`src/rtl/div_pkg.sv`:
```
// Shared types and defaults for the sequential restoring divider.
package div_pkg;

  typedef enum logic [1:0] {
    IDLE = 2'd0,
    ITER = 2'd1,
    DONE = 2'd2
  } div_state_t;

  typedef struct packed {
    logic c;
    logic n;
    logic v;
    logic z;
  } div_flags_t;

  localparam int DIV_W_DEFAULT = 4;

endpackage

```
`src/rtl/div_step.sv`:
```
// One restoring-division step: shift in the next dividend bit, trial-subtract the divisor.
module div_step #(
  parameter int M = 4
) (
  input  logic [M-1:0] p,
  input  logic         msb,
  input  logic [M-1:0] b,
  output logic [M-1:0] p_nxt,
  output logic         qbit
);

  logic [M:0]   trial;
  logic [M+1:0] diff;

  // The partial remainder is always below the divisor, so {p, msb} < 2*b and the
  // difference fits back into M bits; the extra top bit of diff is the borrow.
  always_comb begin
    trial = {p, msb};
    diff  = {1'b0, trial} - {2'b00, b};
    qbit  = ~diff[M+1];
    p_nxt = qbit ? diff[M-1:0] : trial[M-1:0];
  end

endmodule

```
`src/rtl/div_seq.sv`:
```
// Multi-cycle unsigned restoring divider, one quotient bit per clock, start/done handshake.
module div_seq
  import div_pkg::*;
#(
  parameter int M = DIV_W_DEFAULT
) (
  input  logic         clk,
  input  logic         rst_n,
  input  logic         start,
  input  logic [M-1:0] A,
  input  logic [M-1:0] B,
  output logic         busy,
  output logic         done,
  output logic [M-1:0] Q,
  output logic [M-1:0] R,
  output logic         C,
  output logic         N,
  output logic         V,
  output logic         Z
);

  localparam int CW = $clog2(M + 1);

  div_state_t  state_q, state_d;
  logic [CW-1:0] cnt_q;
  logic [M-1:0]  dvd_q, dvs_q, rem_q;
  logic [M-1:0]  q_q, r_q;
  div_flags_t    flags_q;

  logic [M-1:0]  rem_nxt, q_nxt;
  logic          qbit;
  logic          accept, last_step;
  div_flags_t    flags_norm, flags_dz;

  div_step #(.M(M)) u_step (
    .p     (rem_q),
    .msb   (dvd_q[M-1]),
    .b     (dvs_q),
    .p_nxt (rem_nxt),
    .qbit  (qbit)
  );

  assign accept    = (state_q == IDLE) && start;
  assign last_step = (cnt_q == CW'(M - 1));
  assign q_nxt     = {dvd_q[M-2:0], qbit};

  always_comb begin
    flags_norm   = '0;
    flags_norm.c = (rem_nxt != '0);
    flags_norm.n = q_nxt[M-1];
    flags_norm.v = 1'b0;
    flags_norm.z = (q_nxt == '0);
    flags_dz     = '0;
    flags_dz.c   = (A != '0);
    flags_dz.n   = 1'b1;
    flags_dz.v   = 1'b1;
    flags_dz.z   = 1'b0;
  end

  always_comb begin
    state_d = state_q;
    case (state_q)
      IDLE:    if (start) state_d = (B == '0) ? DONE : ITER;
      ITER:    if (last_step) state_d = DONE;
      DONE:    state_d = IDLE;
      default: state_d = IDLE;
    endcase
  end

  // Results are written only at a completion edge (or at accept for divide-by-zero)
  // so they hold through IDLE until the next operation finishes.
  always_ff @(posedge clk) begin
    if (!rst_n) begin
      state_q <= IDLE;
      cnt_q   <= '0;
      q_q     <= '0;
      r_q     <= '0;
      flags_q <= '0;
    end else begin
      state_q <= state_d;
      if (accept) begin
        dvd_q <= A;
        dvs_q <= B;
        rem_q <= '0;
        cnt_q <= '0;
        if (B == '0) begin
          q_q     <= '1;
          r_q     <= A;
          flags_q <= flags_dz;
        end
      end else if (state_q == ITER) begin
        dvd_q <= q_nxt;
        rem_q <= rem_nxt;
        cnt_q <= cnt_q + CW'(1);
        if (last_step) begin
          q_q     <= q_nxt;
          r_q     <= rem_nxt;
          flags_q <= flags_norm;
        end
      end
    end
  end

  assign busy = (state_q != IDLE);
  assign done = (state_q == DONE);
  assign Q    = q_q;
  assign R    = r_q;
  assign C    = flags_q.c;
  assign N    = flags_q.n;
  assign V    = flags_q.v;
  assign Z    = flags_q.z;

endmodule

```
`config.mk`:
```
export PLATFORM = sky130hd
export DESIGN_NAME = div_seq
export DESIGN_NICKNAME = d
export VERILOG_FILES = /design/src/rtl/div_pkg.sv /design/src/rtl/div_step.sv /design/src/rtl/div_seq.sv
export SDC_FILE = /design/constraint.sdc
export NUM_CORES = 1
export LEC_CHECK = 0
export ABC_AREA = 0
export CORE_MARGIN = 4
export CORE_UTILIZATION = 46
export DETAILED_ROUTE_END_ITERATION = 6
export GPL_TIMING_DRIVEN = 0
export MAX_ROUTING_LAYER = met4
export PLACE_DENSITY = 0.82
export SLEW_MARGIN = 30
export SYNTH_ARGS = -nofsm -noshare
export SYNTH_HDL_FRONTEND = slang
export SYNTH_SLANG_ARGS = --single-unit
export TNS_END_PERCENT = 10
```
`constraint.sdc`:
```
create_clock -name clk -period 2.05 [get_ports clk]
set_clock_uncertainty 0.05 [all_clocks]
set_input_delay 0.41 -clock clk [delete_from_list [all_inputs] [get_ports clk]]
set_output_delay 0.41 -clock clk [all_outputs]
set_load 0.01 [all_outputs]
```
==> results of run 1 <==
## flip-flops by register name (all words and copies together) (netlist names)
signal and cells:
rem_q 4, C 1, R 4, Z 1, dvd_q 4, cnt_q 3, state_q 2, dvs_q 4
V 1, Q 4
## power by group through the flow
stage,sequential (mW),combinational (mW),clock [mW]
after floorplan,0.651,0.167,0
after global placement,0.653,0.239,0
after detailed placement,0.655,0.249,0
after CTS,0.642,0.253,0.273
after global routing,0.646,0.296,0.296
final,0.642,0.269,0.266
## worst reg2reg max path, cell delays in order (launching register included)
cell and delay, ps:
edfxtp_1 460, ha_1 300, nor2b_1 160, o31a_1 310, or3_1 340, o211a_1 150
o221a_1 210
## cell families (layout without fill, tap and decap cells)
family,count (synthesis),in the layout,synth area share
flops,28,28,0.491
fa+ha+maj,7,7,0.0686
simple gates,54,54,0.212
compound gates,33,33,0.185
xor+xnor,1,1,0.00632
buf+inv,12,41,0.0370
## metal layers
metal,share of wire,vias up,track usage
met4,0.014,0,0.0826
met1,0.43,549,0.198
met2,0.52,30,0.265
met5,0,-,-
li1,-,552,-
met3,0.037,6,0.0252
## placed cells by master, fill, tap and decap left out, types with 3 or more instances in the layout
master and count:
nor2b_1 5, nor4_1 3, clkdlybuf4s50_1 21, edfxtp_1 12, o21ai_0 4, ha_1 6, or2_2 3, nand2_1 14
clkbuf_4 3, dfxtp_1 15, buf_4 3, and2_1 3, inv_1 6, o221a_2 5, a21oi_1 6, nor2_1 13
## layout make-up
| type | count | area (µm²) |
|---|---|---|
| fill | 234 | 1100 |
| sequential | 28 | 682 |
| multi-input combinational | 95 | 671 |
| timing repair buffer | 25 | 250 |
| tap | 31 | 38.8 |
| clock buffer | 4 | 36.3 |
| inverter | 7 | 26.3 |
| buffer | 5 | 25.0 |
## metrics by stage
stage	utilization	cells	instance area (µm²)	hold slack (ps)
after floorplan	-	135	1390	431
after global placement	0.585	189	1660	405
after detailed placement	0.585	189	1660	436
after CTS	0.600	193	1700	389
after global routing	0.611	195	1730	404
final	0.611	195	1730	381
## path summary, 6_finish.rpt
path / to / slack (ps) / cells after the start
setup reg to reg: R[2] / -7 / 6
hold reg to reg: R[1] / 460 / 2
hold / removal: cnt_q[1] / 380 / 2
setup / recovery: R[2] / -7 / 6
## timing repair
item                                    CTS  global route
hold endpoints to repair                  0             0
resized for setup                         1             6
buffers inserted                          0             2
endpoints found under the setup margin    4            10
==> impl_metrics.json, run 1 <==
{
  "fmax_mhz": 486,
  "port_buffers": 23,
  "critical-path-max-stage-delay_ps": 460,
  "cp_top_family": "compound AO/OA/AOI/OAI gates",
  "r2r_start": "rem_q[0]",
  "die_width_um": 62.9,
  "synth_ff_type": "dfxtp_1",
  "finalSetupViolations": 1,
  "cp.required_ps": 2230,
  "powerDensity_nw_per_um2": 681,
  "hold_viol": 0,
  "netlist_area_um2": 1390,
  "overflow": 0,
  "syn-num-nets": 153,
  "routed_via_density": 5.83,
  "globalplace.congestion": 0.811,
  "drcViolationCount": 0,
  "crit_chain": "ha_1, nor2b_1, o31a_1, or3_1, o211a_1, o221a_1",
  "clkLatencyLatePin_ps": 330,
  "cts_buffer_depth": 2,
  "hp-class": "primary input to register",
  "grt_pass1_vias": 1114,
  "crit_buf_inv": 0,
  "rsz0062_at_grt": "yes",
  "syn-mean-instance-area_um2": 10.3,
  "yosysTopAreaCell": "edfxtp_1",
  "violations": "setup timing",
  "antenna_found_initial": 0,
  "wire_per_inst_um": 15.7,
  "hold_start": "rst_n",
  "worst_pin_slew_ps": 528,
  "clockPowerShare": 0.226,
  "numCtsBuffers": 3,
  "clkTransAtPathRegs_ps": 140,
  "cts-hold-fix-buffers": 0,
  "maxSlewHeadroom": 0.645,
  "grt_pass1_wl_um": 5060,
  "drv_cap": 0,
  "finalMaxSlewViolations": 0,
  "setup_ws_ps": -7.18,
  "cp.arrival_ps": 2240,
  "power_switching_uw": 327,
  "comb_power_share": 0.229,
  "synth_edf_count": 12,
  "ys_top_cells_by_count": "16 x dfxtp_1, 14 x nand2_1, 13 x nor2_1",
  "final.setup.tns_ps": -7.18,
  "ant_nets": 0,
  "hpwl_um": 2270,
  "dr.pass1.iters": 4,
  "irDropWorstVdd_mv": 0.456,
  "worstSetupPathType": "register to register",
  "area_growth_pct": 24.7,
  "min_period_over_period": 1.00,
  "core_area_um2": 2830,
  "cts_tree": "built",
  "yosysWarnings": 0,
  "dpl_worst_slack_ps": -210,
  "synth.distinct_cells": 44,
  "cp_max_fo": 6,
  "grt_max_degree": 16,
  "period_needed_ps": 2060,
  "yosys.cell_count.top_type": "dfxtp_1",
  "ys_top_cells_by_area": "edfxtp_1 26%, dfxtp_1 23%, ha_1 5.4%, o221a_2 4.1%, nand2_1 3.8%",
  "internal-power_uw": 851,
  "vias": 1137,
  "rows": 19,
  "total_power_mw": 1.18,
  "crit_start": "rem_q[0]",
  "endpoint_kind": "register",
  "start_util": 0.490,
  "drt-initial-drc-count": 37,
  "ys_async_sr_fraction": 0,
  "synth_top_area_frac": 0.260,
  "cts_max_level": 1,
  "nets": 183,
  "num_antenna_cells": 0,
  "power_frac_seq": 0.545,
  "wirelength_um": 3060,
  "ios": 25,
  "cts_root_buffer": "clkbuf_4",
  "drive_gt1_frac": 0.165,
  "cpMaxStageDelayCell": "edfxtp_1",
  "track_usage": 0.164,
  "leakage_nw": 0.687,
  "ys_seq_area_frac": 0.491,
  "syn-instance-count": 135,
  "status": "finished with violations",
  "ys_seq_elements": 28,
  "clock-sinks": 28,
  "dieArea_um2": 3960,
  "startpoint_type": "register",
  "dieHeight_um": 62.9,
  "power.share.switching": 0.277
}
No activity file was read; power rests on OpenSTA's default activity.
==> inputs of run 2 (changes only) <==
CELL_PAD_IN_SITES_DETAIL_PLACEMENT = 0   (was unset)
CELL_PAD_IN_SITES_GLOBAL_PLACEMENT = 1   (was unset)
CORE_UTILIZATION = 36   (was 46)
CTS_CLUSTER_SIZE = 8   (was unset)
PLACE_DENSITY = 0.83   (was 0.82)
==> impl_metrics.json, run 2 (synthesized netlist as in run 1, its figures left out) <==
{
  "status": "completed",
  "setup_ws_ps": 19.6,
  "fmax_mhz": 493,
  "track_usage": 0.126,
  "drv_cap": 0,
  "num_antenna_cells": 0,
  "wirelength_um": 2990,
  "port_buffers": 23,
  "finalSetupViolations": 0,
  "period_needed_ps": 2030,
  "cp.required_ps": 2170,
  "grt_pass1_vias": 1120,
  "startpoint_type": "register",
  "cts_buffer_depth": 2,
  "final_cell_mix": "23 x clkdlybuf4s50_1, 16 x dfxtp_1, 14 x nand2_1, 13 x nor2_1, 12 x edfxtp_1",
  "finalMaxSlewViolations": 0,
  "wire_per_inst_um": 14.2,
  "worst_pin_slew_ps": 467,
  "vias": 1107,
  "nets": 182,
  "start_util": 0.376,
  "hold_viol": 0,
  "endpoint_kind": "register",
  "cts_tree": "built",
  "overflow": 0,
  "post_layout_nonfiller_instances": 211,
  "dpl.cell_count": 206,
  "routed_via_density": 5.25,
  "rows": 22,
  "fillCellCount": 353,
  "hpwl_um": 2320,
  "drcViolationCount": 0,
  "drt-initial-drc-count": 78,
  "antenna_found_initial": 0,
  "dieHeight_um": 70.1,
  "drive_gt1_frac": 0.147,
  "dieArea_um2": 4910,
  "cp_max_fo": 6,
  "numCtsBuffers": 3,
  "ant_nets": 0,
  "maxSlewHeadroom": 0.688,
  "die_width_um": 70.1,
  "clkLatencyLatePin_ps": 270,
  "final.setup.tns_ps": 0,
  "powerDensity_nw_per_um2": 728,
  "rsz0062_at_grt": "yes",
  "grt_pass1_wl_um": 5030,
  "core_area_um2": 3690,
  "hp-class": "register to register",
  "cp.arrival_ps": 2150,
  "leakage_nw": 0.666,
  "clkTransAtPathRegs_ps": 100,
  "irDropWorstVdd_mv": 0.219,
  "globalplace.congestion": 0.836,
  "total_power_mw": 1.29,
  "cts_max_level": 1,
  "cts_root_buffer": "clkbuf_8",
  "area_growth_pct": 28.1,
  "final_common_cell": "clkdlybuf4s50_1",
  "grt_max_degree": 17,
  "dr.pass1.iters": 4,
  "worstSetupPathType": "register to register",
  "ios": 25,
  "dpl_worst_slack_ps": -172,
  "holdWs_ps": 427,
  "clock-sinks": 28,
  "min_period_over_period": 0.990
}
## run 2: changes by cell type in the layout (fill, tap and decap cells not counted), moves of 2 or more
cell / change
clkdlybuf4s50_1: +2
dlymetal6s2s_1: -2
clkbuf_4: -3
clkbuf_8: +2
## run 2: worst max-delay path, stage by stage, from the launching register on
cell,delay (ps)
edfxtp_1,370
inv_1,110
ha_1,230
nor2b_1,160
o31a_1,310
or3_1,320
o211a_1,160
o221a_1,210
## run 2: worst paths after layout
path                  from    to  slack (ps)  cells after the start
hold reg to reg       R[0]  R[0]         430                      2
setup / recovery  dvs_q[1]  R[2]          20                      7
hold / removal        R[0]  R[0]         430                      2
setup reg to reg  dvs_q[1]  R[2]          20                      7
## run 2: area by class of cell
cell class	count	area [µm²]	share of cell area
sequential	28	681	0.383
multi-input combinational	95	679	0.383
timing repair buffer	24	238	0.134
clock buffer	4	66.3	0.0374
tap	48	60.1	0.0338
inverter	7	26.3	0.0148
buffer	5	25.0	0.0141
## run 2: metrics by stage
stage,cell area (µm²),util
floorplan,1390,-
global placement,1680,0.455
detailed placement,1680,0.455
CTS,1750,0.475
global route,1780,0.481
finish,1780,0.481
## run 2: per-layer routing
layer / share of wire / vias up / wire length (µm) / track usage
met5: 0 / - / 0 / -
met4: 0.0064 / 0 / 19 / 0.0255
met3: 0.046 / 4 / 136 / 0.0201
met2: 0.50 / 29 / 1480 / 0.217
met1: 0.45 / 522 / 1350 / 0.157
li1: - / 552 / - / -
## run 2: timing repair
item	in CTS	in global routing
hold buffers	0	0
buffers inserted	1	0
pin swaps	0	0
resized for setup	0	4
endpoints found under the setup margin	3	7
## run 2: where the power goes
| part | total, mW | switching (mW) | internal, mW | leakage [nW] |
|---|---|---|---|---|
| combinational | 0.267 | 0.149 | 0.118 | 0.389 |
| sequential | 0.640 | 0.0186 | 0.622 | 0.243 |
| clock | 0.386 | 0.174 | 0.213 | 0.0339 |
| total | 1.29 | 0.341 | 0.952 | 0.666 |
==> RTL edit, RTL diff (flow settings as in run 2) <==
Register the inputs `start`, `A` and `B` before use, with the module's reset. The logic sees them one clock later. Comments in the files are not updated.
--- a/src/rtl/div_seq.sv
+++ b/src/rtl/div_seq.sv
@@ -22,4 +22,20 @@
   localparam int CW = $clog2(M + 1);
 
+  logic start_q;
+  logic [M-1:0] A_q;
+  logic [M-1:0] B_q;
+
+  always_ff @(posedge clk) begin
+    if (!rst_n) begin
+      start_q <= '0;
+      A_q     <= '0;
+      B_q     <= '0;
+    end else begin
+      start_q <= start;
+      A_q     <= A;
+      B_q     <= B;
+    end
+  end
+
   div_state_t  state_q, state_d;
   logic [CW-1:0] cnt_q;
@@ -41,5 +57,5 @@
   );
 
-  assign accept    = (state_q == IDLE) && start;
+  assign accept    = (state_q == IDLE) && start_q;
   assign last_step = (cnt_q == CW'(M - 1));
   assign q_nxt     = {dvd_q[M-2:0], qbit};
@@ -52,5 +68,5 @@
     flags_norm.z = (q_nxt == '0);
     flags_dz     = '0;
-    flags_dz.c   = (A != '0);
+    flags_dz.c   = (A_q != '0);
     flags_dz.n   = 1'b1;
     flags_dz.v   = 1'b1;
@@ -61,5 +77,5 @@
     state_d = state_q;
     case (state_q)
-      IDLE:    if (start) state_d = (B == '0) ? DONE : ITER;
+      IDLE:    if (start_q) state_d = (B_q == '0) ? DONE : ITER;
       ITER:    if (last_step) state_d = DONE;
       DONE:    state_d = IDLE;
@@ -80,11 +96,11 @@
       state_q <= state_d;
       if (accept) begin
-        dvd_q <= A;
-        dvs_q <= B;
+        dvd_q <= A_q;
+        dvs_q <= B_q;
         rem_q <= '0;
         cnt_q <= '0;
-        if (B == '0) begin
+        if (B_q == '0) begin
           q_q     <= '1;
-          r_q     <= A;
+          r_q     <= A_q;
           flags_q <= flags_dz;
         end
Behaviour: not the same (Yosys sat finds a counterexample within 4 cycles, from zero or initial values and one cycle with rst_n low).
==> RTL edit against run 2 <==
Non-clock buffer count up 10; sequential cell count up 9; cell area up 21%; routed wire length up 18%; setup slack better by 0.054 ns; area after synthesis up 22%; critical path depth down 1; total power up 20%; critical path type unchanged; critical endpoint is now C; largest cell class unchanged.
==> RTL edit: results (changes against run 2) <==
| Metric | Value |
|---|---|
| Pre-CTS setup slack | -0.0847 ns (was -0.172 ns) |
| Tightest Hold Check Type | input pin to register (was register to register) |
| Met3 WL post-DR | 119 um (was 136 um) |
| Mapped Cells | 158 (was 135) |
| Vias per cell | 4.97 (was 5.25) |
| Iteration-0 DRC Markers | 40 (was 78) |
| Run status | completed (unchanged) |
| Syn_nets | 176 (was 153) |
| H-tree depth | 2 (was 1) |
| VDD IR max | 516 uV (was 219 uV) |
| Avg WL per Cell | 14.1 um (was 14.2 um) |
| Area after DPL | 1980 sq um (was 1680 sq um) |
| Max incr delay on CP | 0.40 ns (was 0.37 ns) |
| Layout cell share with drive strength beyond 1 | 22.3% (was 14.7%) |
| Ranking of synthesized cells by area | dfxtp_1, edfxtp_1, and2_1, ha_1, nand2_1 (was edfxtp_1, dfxtp_1, ha_1, o221a_2, nand2_1) |
| GP Congestion | 0.787 (was 0.836) |
| Sequential area share after synthesis | 51.0% (was 49.1%) |
| First-pass GRT wire length | 6110 um (was 5030 um) |
| Post-Place Cells | 233 (was 206) |
| Nets | 214 (was 182) |
| Final core occ | 48.3% (was 48.1%) |
| Fillers | 443 (was 353) |
| Largest net degree at the start of global routing | 12 (was 17) |
| Min Tclk post-route | 1.98 ns (was 2.03 ns) |
| Total track usage | 13.3% (was 12.6%) |
| Max transition margin | 68.4% (was 68.8%) |
| Most frequent cells after synthesis | dfxtp_1, nand2_1, and2_1, edfxtp_1, nor2_1 (was dfxtp_1, nand2_1, nor2_1, edfxtp_1, inv_1) |
| DR WL met2 | 1620 um (was 1480 um) |
[RTL edit: cell families after synthesis]
kind of cell	after synthesis	synth area share (%)
fa+ha+maj	7	5.63
compound gates	29	15.6
xor+xnor	1	0.519
simple gates	65	20.9
buf+inv	17	4.74
flops	37	51.0
mux	2	1.56
[RTL edit: final cells by class]
cell class	count	area share [%]
Sequential cell	37	40.1
Multi-Input combinational cell	104	35.8
Timing Repair Buffer	31	13.5
Clock buffer	6	3.38
Tap cell	52	3.03
Buffer	8	2.15
Inverter	9	1.57
Clock inverter	2	0.466
[RTL edit: path summary, 6_finish.rpt]
kind / from / end / slack (ns) / depth (start not counted)
worst max-delay path: rem_q[1] / C / 0.07 / 6
worst min-delay path: rst_n / C / 0.40 / 3
worst max register to register: rem_q[1] / C / 0.07 / 6
worst min register to register: B_q[2] / dvs_q[2] / 0.41 / 0
[RTL edit: where the power goes]
part / internal, uW / switching [uW] / leakage, uW
registers: 798 / 19.9 / 0.000317
clock network: 235 / 249 / 0.0000450
logic: 126 / 124 / 0.000491
[RTL edit: per-layer routing]
layer	GRT usage, %	vias up
li1	-	630
met1	16.4	579
met2	21.4	22
met3	3.31	7
met4	4.35	0
met5	-	-
[RTL edit: tightest hold or removal path, stage by stage]
cell and delay (ns):
buf_2 0.17, o211ai_2 0.07, a31oi_1 0.04
[RTL edit: timing repair]
action	4_1_cts	5_1_grt
setup buffers	3	5
resized for setup	0	8
pin swaps	1	7
setup endpoints to repair	4	6
